`src/rtl/fetch_ctrl.sv`:
```
// fetch_ctrl: instruction-fetch sequencer owning the PC, a single-outstanding
// imem handshake, a one-word skid buffer and the IF/ID register.
module fetch_ctrl #(
  parameter int                           ADDR_WIDTH        = 32,
  parameter int                           INSTRUCTION_WIDTH = 32,
  parameter logic [ADDR_WIDTH-1:0]        RESET_PC          = 32'h00000000,
  parameter logic [INSTRUCTION_WIDTH-1:0] NOP_INSTR         = 32'h00000013
) (
  input  logic                         clk,
  input  logic                         rst_n,
  output logic                         o_imem_req,
  output logic [ADDR_WIDTH-1:0]        o_imem_addr,
  input  logic                         i_imem_ready,
  input  logic                         i_imem_rvalid,
  input  logic [INSTRUCTION_WIDTH-1:0] i_imem_rdata,
  input  logic                         i_stall,
  input  logic                         i_redirect_valid,
  input  logic [ADDR_WIDTH-1:0]        i_redirect_pc,
  output logic                         o_if_id_valid,
  output logic [ADDR_WIDTH-1:0]        o_if_id_pc,
  output logic [INSTRUCTION_WIDTH-1:0] o_if_id_instruction
);
  typedef enum logic [1:0] {BOOT, REQ, WAIT, HOLD} state_t;
  state_t                         r_state, w_state_nx;
  logic [ADDR_WIDTH-1:0]          r_pc, w_pc_nx, r_skid_pc;
  logic [INSTRUCTION_WIDTH-1:0]   r_skid;
  logic                           r_kill, w_kill_nx;
  logic                           w_redir, w_accept, w_ifid_ld, w_skid_ld, w_from_skid;
  assign o_imem_req  = (r_state == REQ);
  assign o_imem_addr = r_pc;
  assign w_redir     = i_redirect_valid && (r_state != BOOT);
  assign w_accept    = !o_if_id_valid || !i_stall;
  always_comb begin
    w_state_nx  = r_state;
    w_pc_nx     = r_pc;
    w_kill_nx   = r_kill;
    w_ifid_ld   = 1'b0;
    w_skid_ld   = 1'b0;
    w_from_skid = 1'b0;
    unique case (r_state)
      BOOT: w_state_nx = REQ;
      REQ: if (i_imem_ready) begin
        w_state_nx = WAIT;
        w_kill_nx  = i_redirect_valid;
      end
      WAIT: if (i_imem_rvalid) begin
        w_kill_nx  = 1'b0;
        w_state_nx = REQ;
        if (!(r_kill || i_redirect_valid)) begin
          w_pc_nx    = r_pc + ADDR_WIDTH'(4);
          w_ifid_ld  = w_accept;
          w_skid_ld  = !w_accept;
          w_state_nx = w_accept ? REQ : HOLD;
        end
      end else if (i_redirect_valid) begin
        w_kill_nx = 1'b1;
      end
      HOLD: if (!i_stall) begin
        w_state_nx  = REQ;
        w_ifid_ld   = 1'b1;
        w_from_skid = 1'b1;
      end
      default: w_state_nx = BOOT;
    endcase
    // redirect overrides everything: new PC, nothing loads, skid is abandoned
    if (w_redir) begin
      w_pc_nx   = {i_redirect_pc[ADDR_WIDTH-1:2], 2'b00};
      w_ifid_ld = 1'b0;
      w_skid_ld = 1'b0;
      if (r_state == HOLD) w_state_nx = REQ;
    end
  end
  always_ff @(posedge clk or negedge rst_n) begin
    if (!rst_n) begin
      r_state             <= BOOT;
      r_pc                <= RESET_PC;
      r_kill              <= 1'b0;
      r_skid              <= NOP_INSTR;
      r_skid_pc           <= '0;
      o_if_id_valid       <= 1'b0;
      o_if_id_pc          <= '0;
      o_if_id_instruction <= NOP_INSTR;
    end else begin
      r_state <= w_state_nx;
      r_pc    <= w_pc_nx;
      r_kill  <= w_kill_nx;
      if (w_skid_ld) begin
        r_skid    <= i_imem_rdata;
        r_skid_pc <= r_pc;
      end
      if (w_redir) begin
        o_if_id_valid       <= 1'b0;
        o_if_id_instruction <= NOP_INSTR;
      end else if (w_ifid_ld) begin
        o_if_id_valid       <= 1'b1;
        o_if_id_pc          <= w_from_skid ? r_skid_pc : r_pc;
        o_if_id_instruction <= w_from_skid ? r_skid : i_imem_rdata;
      end else if (o_if_id_valid && !i_stall) begin
        o_if_id_valid       <= 1'b0;
        o_if_id_instruction <= NOP_INSTR;
      end
    end
  end
endmodule
```
`config.mk`:
```
export PLATFORM = sky130hd
export DESIGN_NAME = fetch_ctrl
export DESIGN_NICKNAME = d
export VERILOG_FILES = /design/src/rtl/fetch_ctrl.sv
export SDC_FILE = /design/constraint.sdc
export NUM_CORES = 1
export LEC_CHECK = 0
export BUFFER_PORTS_ARGS = -buffer_cell sky130_fd_sc_hd__buf_2
export CAP_MARGIN = 0
export CORE_UTILIZATION = 51
export CTS_BUF_LIST = sky130_fd_sc_hd__clkbuf_8
export CTS_CLUSTER_DIAMETER = 80
export CTS_CLUSTER_SIZE = 20
export DETAILED_ROUTE_END_ITERATION = 12
export PLACE_DENSITY = 0.8
export SYNTH_ARGS = -nofsm -noshare
export SYNTH_HDL_FRONTEND = slang
export SYNTH_SLANG_ARGS = --single-unit
export TNS_END_PERCENT = 5
```
`constraint.sdc`:
```
create_clock -name clk -period 1.9 [get_ports clk]
set_input_delay 0.095 -clock clk [delete_from_list [all_inputs] [get_ports clk]]
set_output_delay 0.095 -clock clk [all_outputs]
set_load 0.01 [all_outputs]
```
==> results of run 1 <==
## where the power goes
group / total, uW / switching, uW / internal, uW
clock: 2300 / 1290 / 1010
sequential: 4990 / 766 / 4220
combinational: 5670 / 3140 / 2540
## flip-flops by register name, summed over array words and instances (netlist names)
signal,count
o_if_id_instruction,32
r_skid,32
o_if_id_pc,30
o_imem_addr,30
r_skid_pc,30
r_state,2
o_if_id_valid,1
r_kill,1
## synthesized netlist by cell type (14+ instances only)
master,number,share of area (%)
clkbuf_1,21,1.0
o2bb2ai_1,29,3.3
nor2_1,36,1.8
nand3_1,20,1.3
mux2_2,56,8.3
nand4_1,14,1.2
dfrtp_1,152,50
mux2i_1,61,8.0
o21ai_0,47,3.1
buf_2,20,1.3
nand2_1,61,3.0
a21oi_1,28,1.8
## stage by stage
| step | instance area (um^2) | cells | setup TNS (ns) |
|---|---|---|---|
| floorplan | 7620 | 696 | -0.1877 |
| global placement | 9075 | 1048 | 0 |
| detailed placement | 9075 | 1048 | -0.01538 |
| CTS | 10030 | 1139 | 0 |
| global route | 10100 | 1141 | -0.06434 |
| finish | 10100 | 1141 | 0 |
## tightest hold or removal path, delay by kind of cell
family          cells  cell delay, ns
compound gates      2            0.26
buf+inv             1            0.11
## layout make-up
| class | count | area, um^2 | area share (%) |
|---|---|---|---|
| clock buffer | 20 | 275.3 | 2.725 |
| clock inverter | 12 | 88.84 | 0.8794 |
| inverter | 10 | 37.54 | 0.3716 |
| multi-input combinational | 477 | 3433 | 33.99 |
| sequential | 158 | 3963 | 39.22 |
| tap | 184 | 230.2 | 2.279 |
| timing repair buffer | 280 | 2074 | 20.54 |
## cell families (layout without fill, tap and decap cells)
logic type                 after synthesis  after routing  synth area share (%)
DFF                                    158            158                 52.12
AOI/OAI and AO/OA                      164            164                 14.72
and+or+nand+nor                        186            186                 12.13
adders and majority gates                6              6                0.9878
muxes                                  117            117                 16.33
buffers and inverters                   61            322                 3.655
other                                    1              4               0.04934
## cells in the final DEF, fill, tap and decap left out, types with 9 or more instances in the layout
cell	netlist	routed
dfrtp_1	152	151
buf_12	0	16
o21ai_0	47	47
buf_4	4	42
inv_1	10	11
nor2_1	36	36
mux2i_1	61	60
nand3_1	20	18
a21oi_1	28	28
nand2b_1	11	9
mux2_2	56	56
nand4_1	14	14
buf_2	20	160
nand2_1	61	61
clkbuf_8	0	20
o2bb2ai_1	29	28
dlygate4sd3_1	0	59
## what timing repair did
item,4_1_cts,5_1_grt
hold buffers,59,0
endpoints found under the setup margin,4,13
endpoints found under the hold margin,137,0
gates cloned,0,1
resized for setup,1,10
pin swaps,0,1
buffers inserted,0,1
## worst paths after layout
kind                                                       endpoint  slack, ns                  startpoint
worst max register to register  o_if_id_instruction[15]$_DFFE_PN0P_       0.06        r_state[0]$_DFF_PN0_
min in group asynchronous                     r_skid[9]$_DFFE_PN0P_       0.18                       rst_n
worst max-delay path            o_if_id_instruction[15]$_DFFE_PN0P_       0.06        r_state[0]$_DFF_PN0_
worst min-delay path                    o_imem_addr[13]$_DFFE_PN0P_       0.04           i_redirect_pc[13]
worst min register to register           o_if_id_pc[18]$_DFFE_PN0P_       0.48  o_if_id_pc[18]$_DFFE_PN0P_
max in group asynchronous                     r_skid[4]$_DFFE_PN1P_       1.04                       rst_n
## metal layers
| metal | wire, um | share of wire, % | vias up |
|---|---|---|---|
| met5 | 0 | 0 | - |
| met4 | 485 | 2.4 | 0 |
| met3 | 1423 | 6.9 | 45 |
| met2 | 9782 | 47 | 293 |
| met1 | 8945 | 43 | 3194 |
| li1 | - | - | 3050 |
==> metrics.yaml, run 1 <==
grtUsageMet3_pct: 5.952
drive_gt1_share_pct: 34.80
yosysSeqAreaShare_pct: 52.12
setup.worst_path.class: "reg -> reg"
cts-htree-levels: 4
worst_slack_ns: 0.06269
whs_ns: 0.04402
coreArea_um2: 14530
synth_edf_count: 0
critPathMaxFanout: 15
hold_violations: 0
reg2reg_depth: 7
max_stage_delay_ns: 0.37
gr-total-overflow: 0
async_flop_share_pct: 100.0
drv_cap: 0
pre_cts_ws_ns: -0.007342
finalPower_uw: 12960
max_freq_ghz: 0.5443
drc: 0
drtPass1Iterations: 5
path_cells: "inv_1, ha_1, and4bb_2, o31ai_2, and2_4, buf_12, o2bb2ai_1"
numPortBuffers: 161
ant_nets: 0
clock_path_buffers: 2
endpoint_kind: "flop"
syn_inst: 693
tritoncts: "done"
vias: 6582
synth_seq_cells: 158
grt_pass1_vias: 6336
met1_usage_pct: 35.74
grt_pass1_wl_um: 31870
slew_headroom_pct: 63.35
status: "complete, no violations"
wirelength_um: 20640
period_needed_ns: 1.837
syn_to_final_growth_pct: 32.93
fill_cells: 1094
final_nets: 1020
hold_depth: 3
final_util_pct: 69.51
hpwl_um: 13420
skew_ns: 0.01879
die_x_um: 124.1
busiest_layer: "met2"
track_usage_pct: 27.36
yosysWarnings: 0
die_h_um: 124.1
syn_area_um2: 7600
cts_buffers: 17
via_per_inst: 5.769
crit_slowest_cell: "dfrtp_2"
tightest_slew_ns: 0.5497
startpoint_type: "flop"
fin_crit_sh_pct: 96.70
gp_congestion: 0.9309
clk_pin_slew_ns: 0.09
dieArea_um2: 15390
arrival_ns: 2.19
antenna_cells: 0
p_leak_uw: 0.005018
setup_viol: 0
rows: 44
hp-class: "in -> reg"
clock_latency_ns: 0.46
synth.avg_cell_area_um2: 10.97
drt_iter0_drc: 405
cp.depth: 7
critical-path-top-delay-family: "simple AND/OR/NAND/NOR gates"
antenna_found_initial: 0
ir_drop_mv: 0.9684
cp.required_ns: 2.25
start_util_pct: 52.29
ys.flop_type: "dfrtp_1"
grt_util_met2_pct: 43.82
cts_root_buf: "clkbuf_8"
cts.sinks: 158
ys_types: 53
wl_per_cell_um: 18.09
ios: 168
p_per_area_nw_per_um2: 1283
cp_num_buf_inv: 2
slew_viol_final: 0
grt_max_degree: 54
Note: power is estimated with default switching activity, not from simulation.
==> inputs of run 2 (changes only) <==
--- a/config.mk
+++ b/config.mk
@@ -7,12 +7,12 @@
 export LEC_CHECK = 0
 export BUFFER_PORTS_ARGS = -buffer_cell sky130_fd_sc_hd__buf_2
 export CAP_MARGIN = 0
-export CORE_UTILIZATION = 51
+export CORE_UTILIZATION = 60
 export CTS_BUF_LIST = sky130_fd_sc_hd__clkbuf_8
 export CTS_CLUSTER_DIAMETER = 80
 export CTS_CLUSTER_SIZE = 20
 export DETAILED_ROUTE_END_ITERATION = 12
-export PLACE_DENSITY = 0.8
+export PLACE_DENSITY = 0.88
 export SYNTH_ARGS = -nofsm -noshare
 export SYNTH_HDL_FRONTEND = slang
 export SYNTH_SLANG_ARGS = --single-unit
==> constraint.sdc (replaced) <==
create_clock -name clk -period 2.25 [get_ports clk]
set_input_delay 0.1125 -clock clk [delete_from_list [all_inputs] [get_ports clk]]
set_output_delay 0.1125 -clock clk [all_outputs]
set_load 0.01 [all_outputs]
==> run 2 against run 1 <==
The run now ends with setup timing left. Clock power down 15%. Final area down 4.4%. Flip-flop and latch count unchanged. Sequential share of layout area rose by 1.8 points. Largest cell class unchanged.
==> metrics.yaml, run 2 (synthesis results as in run 1) <==
clock_latency_ns: 0.46  # about the same
regToRegSetupSlack_ns: -0.004  # was 0.06 ns
setup.worst_path.class: "reg -> reg"  # unchanged
dieArea_um2: 13120  # was 15,390 um^2
syn_to_final_growth_pct: 27.08  # was 32.93%
start_util_pct: 62.49  # was 52.29%
arrival_ns: 2.58  # was 2.19 ns
endpoint_kind: "flop"  # unchanged
p_leak_uw: 0.004820  # was 0.005018 uW
status: "finished with violations"  # was complete, no violations
fin_crit_sh_pct: 100.2  # was 96.70%
drv_cap: 0  # unchanged
drt_iter0_drc: 634  # was 405
placed_cell_area_um2: 8731  # was 9075 um^2
skew_ns: 0.01363  # was 0.01879 ns
slew_headroom_pct: 61.51  # was 63.35%
rows: 40  # was 44
clk_pin_slew_ns: 0.09  # about the same
final_cell_mix: "buf_2, dfrtp_1, nand2_1, mux2i_1, mux2_2"  # was buf_2, dfrtp_1, nand2_1, mux2i_1, dlygate4sd3_1
violations: "setup timing"
die_h_um: 114.5  # was 124.1 um
startpoint_type: "flop"  # unchanged
tightest_slew_ns: 0.5720  # was 0.5497 ns
antenna_cells: 0  # unchanged
finalPower_uw: 10630  # was 12,960 uW
postLayoutCellArea_um2: 9658  # was 10,100 um^2
largestRegisters: "o_if_id_instruction: 32 flops, r_skid: 32 flops"  # unchanged
wirelength_um: 21760  # was 20,640 um
final_nets: 986  # was 1,020
crit_slowest_cell: "dfrtp_1"  # was dfrtp_2
hp-class: "in -> reg"  # unchanged
drive_gt1_share_pct: 32.00  # was 34.80%
hpwl_um: 13520  # was 13,420 um
max_stage_delay_ns: 0.47  # was 0.37 ns
grt_max_degree: 85  # was 54
vias: 6719  # was 6,582
p_per_area_nw_per_um2: 1101  # was 1283 nW/um^2
pre_cts_ws_ns: 0.1081  # was -0.007342 ns
grt_pass1_vias: 6628  # was 6,336
grt_pass1_wl_um: 33440  # was 31,870 um
critPathMaxFanout: 42  # was 15
slew_viol_final: 0  # unchanged
via_per_inst: 6.164  # was 5.769
path_cells: "inv_1, ha_1, nand2b_2, o211ai_1, buf_4, bufbuf_16, o2bb2ai_1"  # was inv_1, ha_1, and4bb_2, o31ai_2, and2_4, buf_12, o2bb2ai_1
tritoncts: "done"  # unchanged
ant_nets: 0  # unchanged
cp.required_ns: 2.58  # was 2.25 ns
max_freq_ghz: 0.4437  # was 0.5443 GHz
worst_slack_ns: -0.003687  # was 0.06269 ns
cts_root_buf: "clkbuf_8"  # unchanged
gr-total-overflow: 0  # unchanged
gp_congestion: 0.9038  # was 0.9309
drc: 0  # unchanged
antenna_found_initial: 0  # unchanged
wl_per_cell_um: 19.96  # was 18.09 um
track_usage_pct: 33.39  # was 27.36%
critical-path-top-delay-family: "buffers and inverters"  # was simple AND/OR/NAND/NOR gates
final_util_pct: 79.41  # was 69.51%
drtPass1Iterations: 7  # was 5
setup_viol: 1  # was 0
cp_num_buf_inv: 3  # was 2
cts_buffers: 17  # unchanged
cts-htree-levels: 4  # unchanged
hold_violations: 0  # unchanged
ios: 168  # unchanged
ir_drop_mv: 0.5667  # was 0.9684 mV
clock_path_buffers: 2  # unchanged
numPortBuffers: 161  # unchanged
final_common_cell: "buf_2"  # unchanged
coreArea_um2: 12160  # was 14,530 um^2
die_x_um: 114.5  # was 124.1 um
period_needed_ns: 2.254  # was 1.837 ns
cts.sinks: 158  # unchanged
setup_tns_ns: -0.003687  # was 0 ns
==> run 2: cell types whose count changed in the layout (fill, tap and decap cells not counted), moves of 2 or more <==
cell	change
buf_4	-18
buf_12	-10
dlygate4sd3_1	-6
clkinv_4	-5
clkinv_2	+3
clkbuf_8	-2
==> run 2: through the flow <==
stage	hold WS, ns	instances
2_1_floorplan	-0.1831	696
5_1_grt	0.01603	1090
4_1_cts	0.003631	1088
6_report	0.02584	1090
3_3_place_gp	-0.0008503	1004
3_5_place_dp	0.003516	1004
==> run 2: cell type report <==
class                           count  area [um^2]
Timing Repair Buffer              246         1700
Clock buffer                       18        247.7
Clock inverter                     13        101.3
Multi-Input combinational cell    477         3400
Inverter                           10        37.54
Fill cell                         734         2504
Tap cell                          168        210.2
Sequential cell                   158         3961
==> run 2: what timing repair did <==
| action | 4_1_cts | 5_1_grt |
|---|---|---|
| hold buffers | 53 | 0 |
| resized for setup | 0 | 5 |
| buffers inserted | 0 | 1 |
| hold endpoints to repair | 237 | 0 |
| endpoints found under the setup margin | 0 | 30 |
==> run 2: path summary, 6_finish.rpt <==
check                           cells after the start                             endpoint                  startpoint
worst min register to register                      2           o_if_id_pc[29]$_DFFE_PN0P_  o_if_id_pc[29]$_DFFE_PN0P_
worst max-delay path                                7  o_if_id_instruction[13]$_DFFE_PN0P_        r_state[1]$_DFF_PN0_
min in group asynchronous                           2               r_skid[22]$_DFFE_PN0P_                       rst_n
worst max register to register                      7  o_if_id_instruction[13]$_DFFE_PN0P_        r_state[1]$_DFF_PN0_
worst min-delay path                                3          o_imem_addr[10]$_DFFE_PN0P_           i_redirect_pc[10]
max in group asynchronous                           3           o_imem_addr[2]$_DFFE_PN0P_                       rst_n
==> run 2: power breakdown <==
part / internal (uW) / switching (uW)
clock: 880 / 1070
sequential: 3560 / 837
combinational: 1780 / 2510
total: 6220 / 4410
==> run 2: worst min-delay path, delay by kind of cell <==
family | cells | cell delay, ns
compound gates | 2 | 0.23
buf+inv | 1 | 0.09
==> run 2: layer usage <==
layer / GRT usage (%) / up-vias / part of all wire [%]
met1: 43.72 / 3292 / 40
met3: 7.888 / 50 / 9.0
met2: 54.30 / 391 / 49
met5: 0 / - / 0
li1: - / 2986 / -
met4: 12.55 / 0 / 2.4
==> inputs of run 3 (changes only) <==
--- a/config.mk
+++ b/config.mk
@@ -12,7 +12,9 @@
 export CTS_CLUSTER_DIAMETER = 80
 export CTS_CLUSTER_SIZE = 20
 export DETAILED_ROUTE_END_ITERATION = 12
+export MAX_ROUTING_LAYER = met4
 export PLACE_DENSITY = 0.88
+export SKIP_CTS_REPAIR_TIMING = 1
 export SYNTH_ARGS = -nofsm -noshare
 export SYNTH_HDL_FRONTEND = slang
 export SYNTH_SLANG_ARGS = --single-unit
==> run 3 against run 2 <==
The flow finishes with violations (hold timing). Sequential share of layout area rose by 0.51 points. Critical endpoint is now o_imem_addr[26]$_DFFE_PN0P_. First-iteration DRC count fell by 8.0%. Core utilization fell by 0.98 points. Via count fell by 1.4%. Die area did not move. Power barely moved. Final area fell by 1.2%.
==> metrics.yaml, run 3 (synthesis results as in run 1) <==
wirelength_um: 21040  # was 21,760 um
vias: 6623  # was 6,719
largestRegisters: "o_if_id_instruction: 32 flops, r_skid: 32 flops"  # unchanged
dp.cells: 1000  # was 1,004
seqCellArea_um2: 3961  # unchanged
max_freq_ghz: 0.4592  # was 0.4437 GHz
worstReg2RegEnd: "o_imem_addr[26]$_DFFE_PN0P_"  # was o_if_id_instruction[13]$_DFFE_PN0P_
ant_nets: 0  # unchanged
worst_slack_ns: 0.07240  # was -0.003687 ns
grt_pass1_vias: 6214  # was 6,628
coreArea_um2: 12160  # unchanged
die_x_um: 114.5  # unchanged
critical-path-top-delay-family: "simple AND/OR/NAND/NOR gates"  # was buffers and inverters
drt_iter0_drc: 583  # was 634
drv_cap: 0  # unchanged
gr-total-overflow: 0  # unchanged
hold_depth: 3  # unchanged
tritoncts: "done"  # unchanged
finalPower_uw: 10640  # was 10,630 uW
pre_cts_ws_ns: 0.1033  # was 0.1081 ns
final_cell_mix: "buf_2, dfrtp_1, nand2_1, mux2i_1, mux2_2"  # unchanged
regToRegSetupSlack_ns: 0.07  # was -0.004 ns
whs_ns: -0.005928  # was 0.02584 ns
ir_drop_mv: 0.6310  # was 0.5667 mV
start_util_pct: 62.49  # unchanged
slew_viol_final: 0  # unchanged
cts_root_buf: "clkbuf_8"  # unchanged
track_usage_pct: 31.56  # was 33.39%
wl_per_cell_um: 19.57  # was 19.96 um
tightest_slew_ns: 0.6387  # was 0.5720 ns
fill_cells: 729  # was 734
skew_ns: 0.01345  # was 0.01363 ns
worstReg2RegStart: "o_imem_addr[3]$_DFFE_PN0P_"  # was r_state[1]$_DFF_PN0_
gp_congestion: 0.9846  # was 0.9038
rsz0062_at_grt: "true"
die_h_um: 114.5  # unchanged
clock_path_buffers: 2  # unchanged
finalNonFillerCells: 1075  # was 1,090
setup_viol: 0  # was 1
cp.required_ns: 2.56  # was 2.58 ns
arrival_ns: 2.48  # was 2.58 ns
via_per_inst: 6.161  # was 6.164
cp_num_buf_inv: 0  # was 3
ios: 168  # unchanged
drive_gt1_share_pct: 32.08  # was 32.00%
grt_max_degree: 85  # unchanged
final_util_pct: 78.44  # was 79.41%
syn_to_final_growth_pct: 25.52  # was 27.08%
startpoint_type: "flop"  # unchanged
p_per_area_nw_per_um2: 1116  # was 1101 nW/um^2
fin_crit_sh_pct: 96.78  # was 100.2%
final_common_cell: "buf_2"  # unchanged
cts.sinks: 158  # unchanged
endpoint_kind: "flop"  # unchanged
reg2reg_depth: 5  # was 7
crit_slowest_cell: "nor4_1"  # was dfrtp_1
p_leak_uw: 0.004760  # was 0.004820 uW
slew_headroom_pct: 57.03  # was 61.51%
whs_endpoint: "o_imem_addr[19]$_DFFE_PN0P_"  # was o_imem_addr[10]$_DFFE_PN0P_
hp-class: "in -> reg"  # unchanged
hpwl_um: 13380  # was 13,520 um
multi_input_area_um2: 3412  # was 3400 um^2
drtPass1Iterations: 7  # unchanged
final_nets: 970  # was 986
max_stage_delay_ns: 0.54  # was 0.47 ns
hp-start: "i_redirect_pc[19]"  # was i_redirect_pc[10]
dieArea_um2: 13120  # unchanged
period_needed_ns: 2.178  # was 2.254 ns
critPathMaxFanout: 7  # was 42
violations: "hold timing"  # was setup timing
antenna_found_initial: 0  # unchanged
status: "finished with violations"  # unchanged
cts-htree-levels: 4  # unchanged
antenna_cells: 0  # unchanged
path_cells: "ha_1, and4_1, nand3_1, nor4_1, nor3_1"  # was inv_1, ha_1, nand2b_2, o211ai_1, buf_4, bufbuf_16, o2bb2ai_1
clk_pin_slew_ns: 0.08  # was 0.09 ns
clock_latency_ns: 0.45  # was 0.46 ns
drc: 0  # unchanged
grt_pass1_wl_um: 30790  # was 33,440 um
numPortBuffers: 161  # unchanged
rows: 40  # unchanged
hold_violations: 3  # was 0
setup.worst_path.class: "reg -> reg"  # unchanged
cts_buffers: 17  # unchanged
run 3: report_power, final:
group          switching (uW)  internal [uW]  leakage, uW  total [uW]
registers                 841           3560      0.00207        4400
logic                    2490           1730      0.00249        4220
clock network            1030            995     0.000202        2030
run 3: area by class of cell:
type / instances / share of cell area (%)
tap: 168 / 2.204
clock buffer: 18 / 2.597
timing repair buffer: 230 / 16.16
inverter: 10 / 0.3935
clock inverter: 14 / 1.351
sequential: 158 / 41.53
multi-input combinational: 477 / 35.77
run 3: metrics by stage:
step                setup TNS, ns  cell area, um^2
floorplan                       0             7611
global placement                0             8713
detailed placement              0             8713
CTS                             0             9090
global route             -0.05618             9539
finish                          0             9539
run 3: metal layers:
metal | GRT usage, % | part of all wire, %
met1 | 42.31 | 42
met3 | 6.141 | 7.6
met2 | 47.43 | 48
met5 | - | 0
met4 | 12.99 | 3.0
run 3: tightest hold or removal path, cell delays in order:
cell and delay [ns]:
buf_2 0.10, o32ai_1 0.10, a22oi_1 0.09
run 3: worst max path at each step:
stage / start / to / slack (ns) / cells past startpoint
floorplan: r_state[0]$_DFF_PN0_ / o_if_id_instruction[22]$_DFFE_PN0P_ / 0.26 / 8
global placement: r_state[1]$_DFF_PN0_ / o_imem_addr[17]$_DFFE_PN0P_ / 0.19 / 7
detailed placement: r_state[1]$_DFF_PN0_ / o_imem_addr[17]$_DFFE_PN0P_ / 0.10 / 7
CTS: r_state[1]$_DFF_PN0_ / o_imem_addr[17]$_DFFE_PN0P_ / 0.02 / 7
global route: r_state[1]$_DFF_PN0_ / o_if_id_pc[5]$_DFFE_PN0P_ / -0.01 / 5
finish: o_imem_addr[3]$_DFFE_PN0P_ / o_imem_addr[26]$_DFFE_PN0P_ / 0.07 / 5
